[src/rtl/acm_loop_engine.sv]
// Stream engine between the muacm OUT and IN pipes: FWFT FIFO carrying {last, data}
// with echo / case-swap / generator / sink modes. Optional counters: ACM_LOOP_CNT_EN.
module acm_loop_engine #(
    parameter int unsigned DEPTH   = 16,
    parameter int unsigned GEN_LEN = 64
) (
    input  logic                    clk,
    input  logic                    rst,
    input  logic [1:0]              mode,
    input  logic [7:0]              out_data,
    input  logic                    out_last,
    input  logic                    out_valid,
    output logic                    out_ready,
    output logic [7:0]              in_data,
    output logic                    in_last,
    output logic                    in_valid,
    input  logic                    in_ready,
    output logic                    in_flush_now,
    output logic                    in_flush_time,
    output logic [$clog2(DEPTH):0]  level,
    output logic [1:0]              active_mode,
    output logic [15:0]             rx_cnt,
    output logic [15:0]             tx_cnt
);

    localparam int unsigned AW       = $clog2(DEPTH);
    localparam int unsigned LW       = AW + 1;
    localparam logic [7:0]  GEN_LAST = 8'(GEN_LEN - 1);
    localparam logic [1:0]  M_ECHO   = 2'd0;
    localparam logic [1:0]  M_SWAP   = 2'd1;
    localparam logic [1:0]  M_GEN    = 2'd2;

    typedef enum logic {ST_RUN, ST_DRAIN} state_t;

    state_t          state;
    logic [8:0]      mem [DEPTH];
    logic [AW-1:0]   wr_ptr;
    logic [AW-1:0]   rd_ptr;
    logic [LW-1:0]   count;
    logic [7:0]      gen_byte;
    logic [7:0]      gen_idx;
    logic            full;
    logic            empty;
    logic            wr_en;
    logic            rd_en;
    logic [8:0]      wr_word;
    logic            mode_chg;
    logic            gen_last;
    logic            gen_hold;

    function automatic logic [7:0] swap_case(input logic [7:0] b);
        if ((b >= 8'h41 && b <= 8'h5A) || (b >= 8'h61 && b <= 8'h7A))
            return b ^ 8'h20;
        return b;
    endfunction

    assign full          = (count == LW'(DEPTH));
    assign empty         = (count == '0);
    assign mode_chg      = (mode != active_mode);
    assign gen_last      = (gen_idx == GEN_LAST);
    // At a packet boundary a pending mode change must not start a new packet
    assign gen_hold      = mode_chg && (gen_idx == '0);
    assign in_valid      = ~empty & ~rst;
    assign rd_en         = in_valid & in_ready;
    assign {in_last, in_data} = mem[rd_ptr];
    assign level         = count;
    assign in_flush_time = 1'b1;

    // Write source and OUT-pipe backpressure per active mode
    always_comb begin
        out_ready = 1'b0;
        wr_en     = 1'b0;
        wr_word   = '0;
        if (state == ST_RUN) begin
            case (active_mode)
                M_ECHO: begin
                    out_ready = ~full;
                    wr_en     = out_valid & ~full;
                    wr_word   = {out_last, out_data};
                end
                M_SWAP: begin
                    out_ready = ~full;
                    wr_en     = out_valid & ~full;
                    wr_word   = {out_last, swap_case(out_data)};
                end
                M_GEN: begin
                    wr_en   = ~full & ~gen_hold;
                    wr_word = {gen_last, gen_byte};
                end
                default: out_ready = 1'b1;
            endcase
        end
    end

    always_ff @(posedge clk) begin
        if (wr_en)
            mem[wr_ptr] <= wr_word;
    end

    always_ff @(posedge clk) begin
        if (rst) begin
            wr_ptr <= '0;
            rd_ptr <= '0;
            count  <= '0;
        end else begin
            if (wr_en)
                wr_ptr <= wr_ptr + AW'(1);
            if (rd_en)
                rd_ptr <= rd_ptr + AW'(1);
            count <= count + LW'(wr_en) - LW'(rd_en);
        end
    end

    // Mode FSM, generator state and flush pulse
    always_ff @(posedge clk) begin
        if (rst) begin
            state        <= ST_RUN;
            active_mode  <= M_ECHO;
            gen_byte     <= '0;
            gen_idx      <= '0;
            in_flush_now <= 1'b0;
        end else begin
            in_flush_now <= rd_en & in_last;
            case (state)
                ST_RUN: begin
                    if (active_mode == M_GEN && wr_en) begin
                        gen_byte <= gen_byte + 8'd1;
                        gen_idx  <= gen_last ? 8'd0 : gen_idx + 8'd1;
                    end
                    if (mode_chg && (active_mode != M_GEN || gen_hold || (wr_en && gen_last)))
                        state <= ST_DRAIN;
                end
                ST_DRAIN: begin
                    if (empty) begin
                        active_mode <= mode;
                        gen_byte    <= '0;
                        gen_idx     <= '0;
                        state       <= ST_RUN;
                    end
                end
                default: state <= ST_RUN;
            endcase
        end
    end

`ifdef ACM_LOOP_CNT_EN
    always_ff @(posedge clk) begin
        if (rst) begin
            rx_cnt <= '0;
            tx_cnt <= '0;
        end else begin
            if (out_valid && out_ready)
                rx_cnt <= rx_cnt + 16'd1;
            if (rd_en)
                tx_cnt <= tx_cnt + 16'd1;
        end
    end
`else
    assign rx_cnt = '0;
    assign tx_cnt = '0;
`endif

endmodule

[config.mk]
export PLATFORM = sky130hd
export DESIGN_NAME = acm_loop_engine
export DESIGN_NICKNAME = d
export VERILOG_FILES = /design/src/rtl/acm_loop_engine.sv
export SDC_FILE = /design/constraint.sdc
export NUM_CORES = 1
export LEC_CHECK = 0
export CORE_AREA = 2 2 161 132
export DETAILED_ROUTE_END_ITERATION = 10
export DIE_AREA = 0 0 163 134
export GPL_TIMING_DRIVEN = 0
export PLACE_DENSITY = 0.62
export SLEW_MARGIN = 20
export SYNTH_ARGS = -nofsm -noshare
export SYNTH_HDL_FRONTEND = slang
export SYNTH_SLANG_ARGS = --single-unit
export TNS_END_PERCENT = 5
[constraint.sdc]
create_clock -name clk -period 4.1 [get_ports clk]
set_clock_uncertainty 0.15 [all_clocks]
set_input_delay 1.23 -clock clk [delete_from_list [all_inputs] [get_ports clk]]
set_output_delay 1.23 -clock clk [all_outputs]
set_load 0.02 [all_outputs]
[Word-level counts from Yosys, hierarchy flattened]
Memory sizes are Yosys's and may differ from the RTL's. A register that Yosys moved wholly into a read port is not among the register bits.
Index checks and enable logic that the tools add are counted.
Cells by class
  add/subtract/negate cells: 6
  order comparisons: 4
  equal/unequal tests: 8
  mux-type cells: 24
  bitwise logic cells: 11
  reduce and logical (&&, ||, !) cells: 15
Operators by type and width (count)
  $mux 8: 6
  $pmux 8 s2: 2
  $pmux 9 s3: 1
  $add 8x1->8 const B: 2
  $ge 8x7->1 const B: 2
  $le 8x7->1 const B: 2
  $mux 1: 9
  $mux 9: 1
  $add 4x1->4 const B: 2
  $eq 8x6->1 const B: 1
  $logic_not 8->1: 1
  $mux 4: 2
  $logic_and 1x1->1: 6
  $not 1->1: 6
  $pmux 1 s2: 3
  $add 5x1->5: 1
  $and 1x1->1: 5
  $eq 5x5->1 const B: 1
  $logic_not 5->1: 1
  $sub 5x1->5: 1
  $ne 2x1->1 const B: 2
  $reduce_and 2->1: 2
  $logic_or 1x1->1: 3
  $eq 2x1->1 const B: 1
  other kinds (5): 5
Word-level totals
  register bits: 33
  bits in writable memories: 144
  input bits: 15
  output and inout port bits: 52
  word-level logic and storage cells: 77
  memories kept: 1
Memory list
  mem: words 16, bits a word 9, read ports 1, clocked after memory_dff 1, wr ports 1, RTL line 36  | logic [8:0] mem [DEPTH];

[Logic depth before layout (Yosys ltp)]
  depth after elaboration: 11
  depth in mapped cells: 16
  mapped depth without buffers: 15

[Least setup slack after synthesis]
Ideal clock, no wire load.
  kind: input-to-reg
  start: in mode[1]
  end: reg count[4], in the netlist level[4]
  data arrival time: 3476 ps
  setup slack: 344 ps
  stages on the path: 14
  path buffers: 1
  cells stage by stage: xnor2_1 > a211oi_4 > a21oi_1 > buf_6 > inv_1 > ha_1 > inv_1 > ha_1 > inv_1 > fa_1 > nor2b_1 > o21bai_1 > a21oi_1 > nor3b_1
On the way
  word-level cells in the longest chain between the ends: 8
Ends and longest elaborated chain
  start: declaration: RTL line 9  | input logic [1:0] mode,
  $ne 2x2->1: RTL line 59  | assign mode_chg = (mode != active_mode);
  $logic_and 1x1->1: RTL line 62  | assign gen_hold = mode_chg && (gen_idx == '0);
  $not 1->1: RTL line 87  | wr_en = ~full & ~gen_hold;
  $and 1x1->1: RTL line 87
  $pmux 1 s2: RTL line 75  | case (active_mode)
  $mux 1: RTL line 74  | if (state == ST_RUN) begin
  $add 5x1->5: RTL line 110  | count <= count + LW'(wr_en) - LW'(rd_en);
  $sub 5x1->5: RTL line 110
  end signal: assignment: RTL line 110
  end: declaration: RTL line 39  | logic [LW-1:0] count;
No other way between the ends.
A chain may end at the register's enable or synchronous reset.

[Final worst setup path]
Same ends and word-level chain as after synthesis.

==> results.md <==
- Hold endpoint: gen_byte[7]$_SDFFE_PP0P_
- Cell area after synthesis: 7970 um2
- Leakage: 3.28 nW
- Most common library cell in the layout ignoring fill and taps: edfxtp_1
- R2R Path End: level[4]$_SDFF_PP0_
- Worst Path Required: 4250 ps
- Rel. slew slack: 33.5%
- Largest net degree at the start of global routing: 17
- Final Util: 46.3%
- Final wirelength: 17.2 mm
- Final critical-path setup slack: 128 ps
- Achievable Freq: 252 MHz
- Critical Path Source: mode[1]
- CTS tree: built
- Number of I/O port buffers: 33
- PnR Total Power: 5.10 mW
- Grt total ovfl: 0
- First-pass GRT wire length: 26.9 mm
- Status: finished, final reports clean
- Slew @ Worst Pin: 994 ps
- Share of cells above drive strength 1: 21.9%
- R2r worst-path depth: 16
- Final Hold Vio Count: 0
- R2R Setup Slk: 600 ps
- Fin Setup TNS: 0 ps
- RR Startpoint: gen_idx[0]$_SDFFE_PP0P_
- Area growth from synthesis to layout: 17.9%
- CP startpoint kind: input port
- Finish-stage setup viols: 0
- Max Buffers Root-to-Sink: 2
- Dpl cells: 851
- Fraction of registers with async set/reset: 0%
- # IOs: 67
- Pins over their slew limit: 0
- Critical path type: in -> reg
- CTS Buf Count: 17
- Most frequent cells in the layout: edfxtp_1 (144), mux4_2 (44), dfxtp_1 (36)
- H-tree levels: 4
- Core ar.: 20300 um2
- Final min period: 3970 ps
- Final ANT Viol Nets: 0
- Area after DPL: 8750 um2
- Remaining DRCs: 0
- Syn Inst Count: 518
- Design area: 9400 um2
- Post-synth top area share: 54.3%
- Endpoint class of the critical path: flip-flop
- CP arrival: 4120 ps
- Register Area: 5070 um2
- DR vias/cell: 5.29
- Clock Latency Late Sink: 430 ps
- Initial core utilization: 39.3%
- Unique cell type count in the Yosys netlist: 57
- Syn avg cell area: 15.4 um2
- Fin nets: 629
- Hold-critical path depth: 1
- Fillers: 1763
- Hold crit path type: reg -> reg
- Cell type with the largest total area after synthesis: edfxtp_1
- Post-synth top flop: edfxtp_1
- Most frequent CP cell: inv_1
- Max Cap Viol: 0
- Final Cycle Share: 96.9%
- Number of placement rows: 47
- CTS Root Buffer Type: clkbuf_16
- DP Wirelength: 11.5 mm
- Post-CTS setup buffers: 0
- Place WS: -518 ps
- Vias: 4658
- Clk sink count: 181
- Number of antenna diodes: 0
- Min Hold Slack: 335 ps
- Vias in the first global route: 4649
- Detailed Routing Iterations Pass 1: 5
- Crit Path Max Fanout: 10
- Slowest stage cell on the critical path: clkdlybuf4s50_1
- Worst Path Buf+Inv: 5
- Crit path cell chain: clkdlybuf4s50_1 -> xnor2_2 -> a211oi_4 -> a21oi_2 -> buf_6 -> inv_1 -> ha_1 -> inv_1 -> ha_1 -> inv_1 -> fa_1 -> nor2b_1 -> o21bai_1 -> a21oi_1 -> nor3b_1
- Critical path's top delay family: compound AO/OA/AOI/OAI gates
- Worst vdd ir: 0.418 mV
- RSZ-0062 raised after global routing: yes
- GPL Wtd Cong: 0.846
- Die area: 21800 um2
- Pwr per Cell Area: 542 nW/um2
- EDFF count, synth: 144
- Clk slew on worst S/H paths: 70 ps
- Initial antenna violation count: 0
- Die width: 163 um
- Multi-input logic area: 2640 um2
- Die height: 134 um
- CP Depth: 15
- Per-cell routed wire length: 19.6 um
- Synth top area cells: edfxtp_1 (54%), mux4_2 (12%), dfxtp_1 (9.3%), buf_4 (3.1%), ha_1 (2.2%)
- Tot GR Track Use: 16.9%
- Fin cells: 881
- CP peak stage delay: 490 ps
- Synth warn: 0
- Initial detailed-routing violation count: 427
- Hold Crit Start: gen_byte[7]$_SDFFE_PP0P_
- Sequential share of the synthesized area: 63.5%
- Yosys reg bits: 181
==> Yosys cell counts, types with 6 or more instances <==
library cell,number
xnor2_1,6
nor2_1,20
clkbuf_1,14
nor2b_1,11
dfxtp_1,37
nand2b_1,12
ha_1,14
nand3_1,15
a21oi_1,18
edfxtp_1,144
buf_2,6
nor3_1,8
buf_4,33
and3_1,16
nand3b_1,7
nand2_1,14
mux4_2,44
inv_1,20
==> routing by layer <==
metal | GRT usage [%] | wire length, um | vias to the layer above
met5 | 0 | 0 | -
met4 | 5.56 | 256 | 0
met3 | 5.88 | 1370 | 19
met2 | 26.3 | 8110 | 176
met1 | 22.3 | 7500 | 2356
li1 | - | - | 2107
==> flip-flops by register name (all words and copies together), names as in the netlist, named ones only <==
signal        count
in_flush_now      1
wr_ptr            4
rd_ptr            4
state             1
active_mode       2
mem             144
level             5
gen_byte          8
gen_idx           8
==> layout make-up <==
type | instances | area share, %
plain buffers | 55 | 4.19
repair buffers | 33 | 3.50
clock buffers | 18 | 4.57
flip-flops and latches | 181 | 53.9
inverters | 20 | 0.799
multi-input cells | 291 | 28.0
well taps | 269 | 3.58
clock inverters | 14 | 1.42
==> report_power, final <==
group	internal (mW)	switching, mW
Clock	0.891	0.674
Sequential	2.17	0.0681
Combinational	0.557	0.734
==> logic make-up (layout without fill, tap and decap cells) <==
logic type      count (synthesis)  in the layout  synth area share [%]
mux                            51             51                  13.4
flops                         181            181                  63.5
compound gates                 56             56                  5.02
simple gates                  129            129                  9.39
fa+ha+maj                      15             15                  2.45
buf+inv                        77            140                  5.37
xor+xnor                        7              7                 0.769
other cells                     2             33                0.0942
==> worst max-delay path by stage <==
stage	to	slack [ps]
final	level[4]$_SDFF_PP0_	130
after global routing	level[4]$_SDFF_PP0_	-60
after CTS	in_data[1]	-70
after detailed placement	level[4]$_SDFF_PP0_	-520
after global placement	level[4]$_SDFF_PP0_	-460
after floorplan	level[4]$_SDFF_PP0_	340
==> what timing repair did <==
item                                    4_1_cts  5_1_grt
hold buffers                                  0        0
gates resized for setup                      21       11
hold endpoints to repair                      0        0
endpoints found under the setup margin       11        5
(Power assumes the default switching activity.)
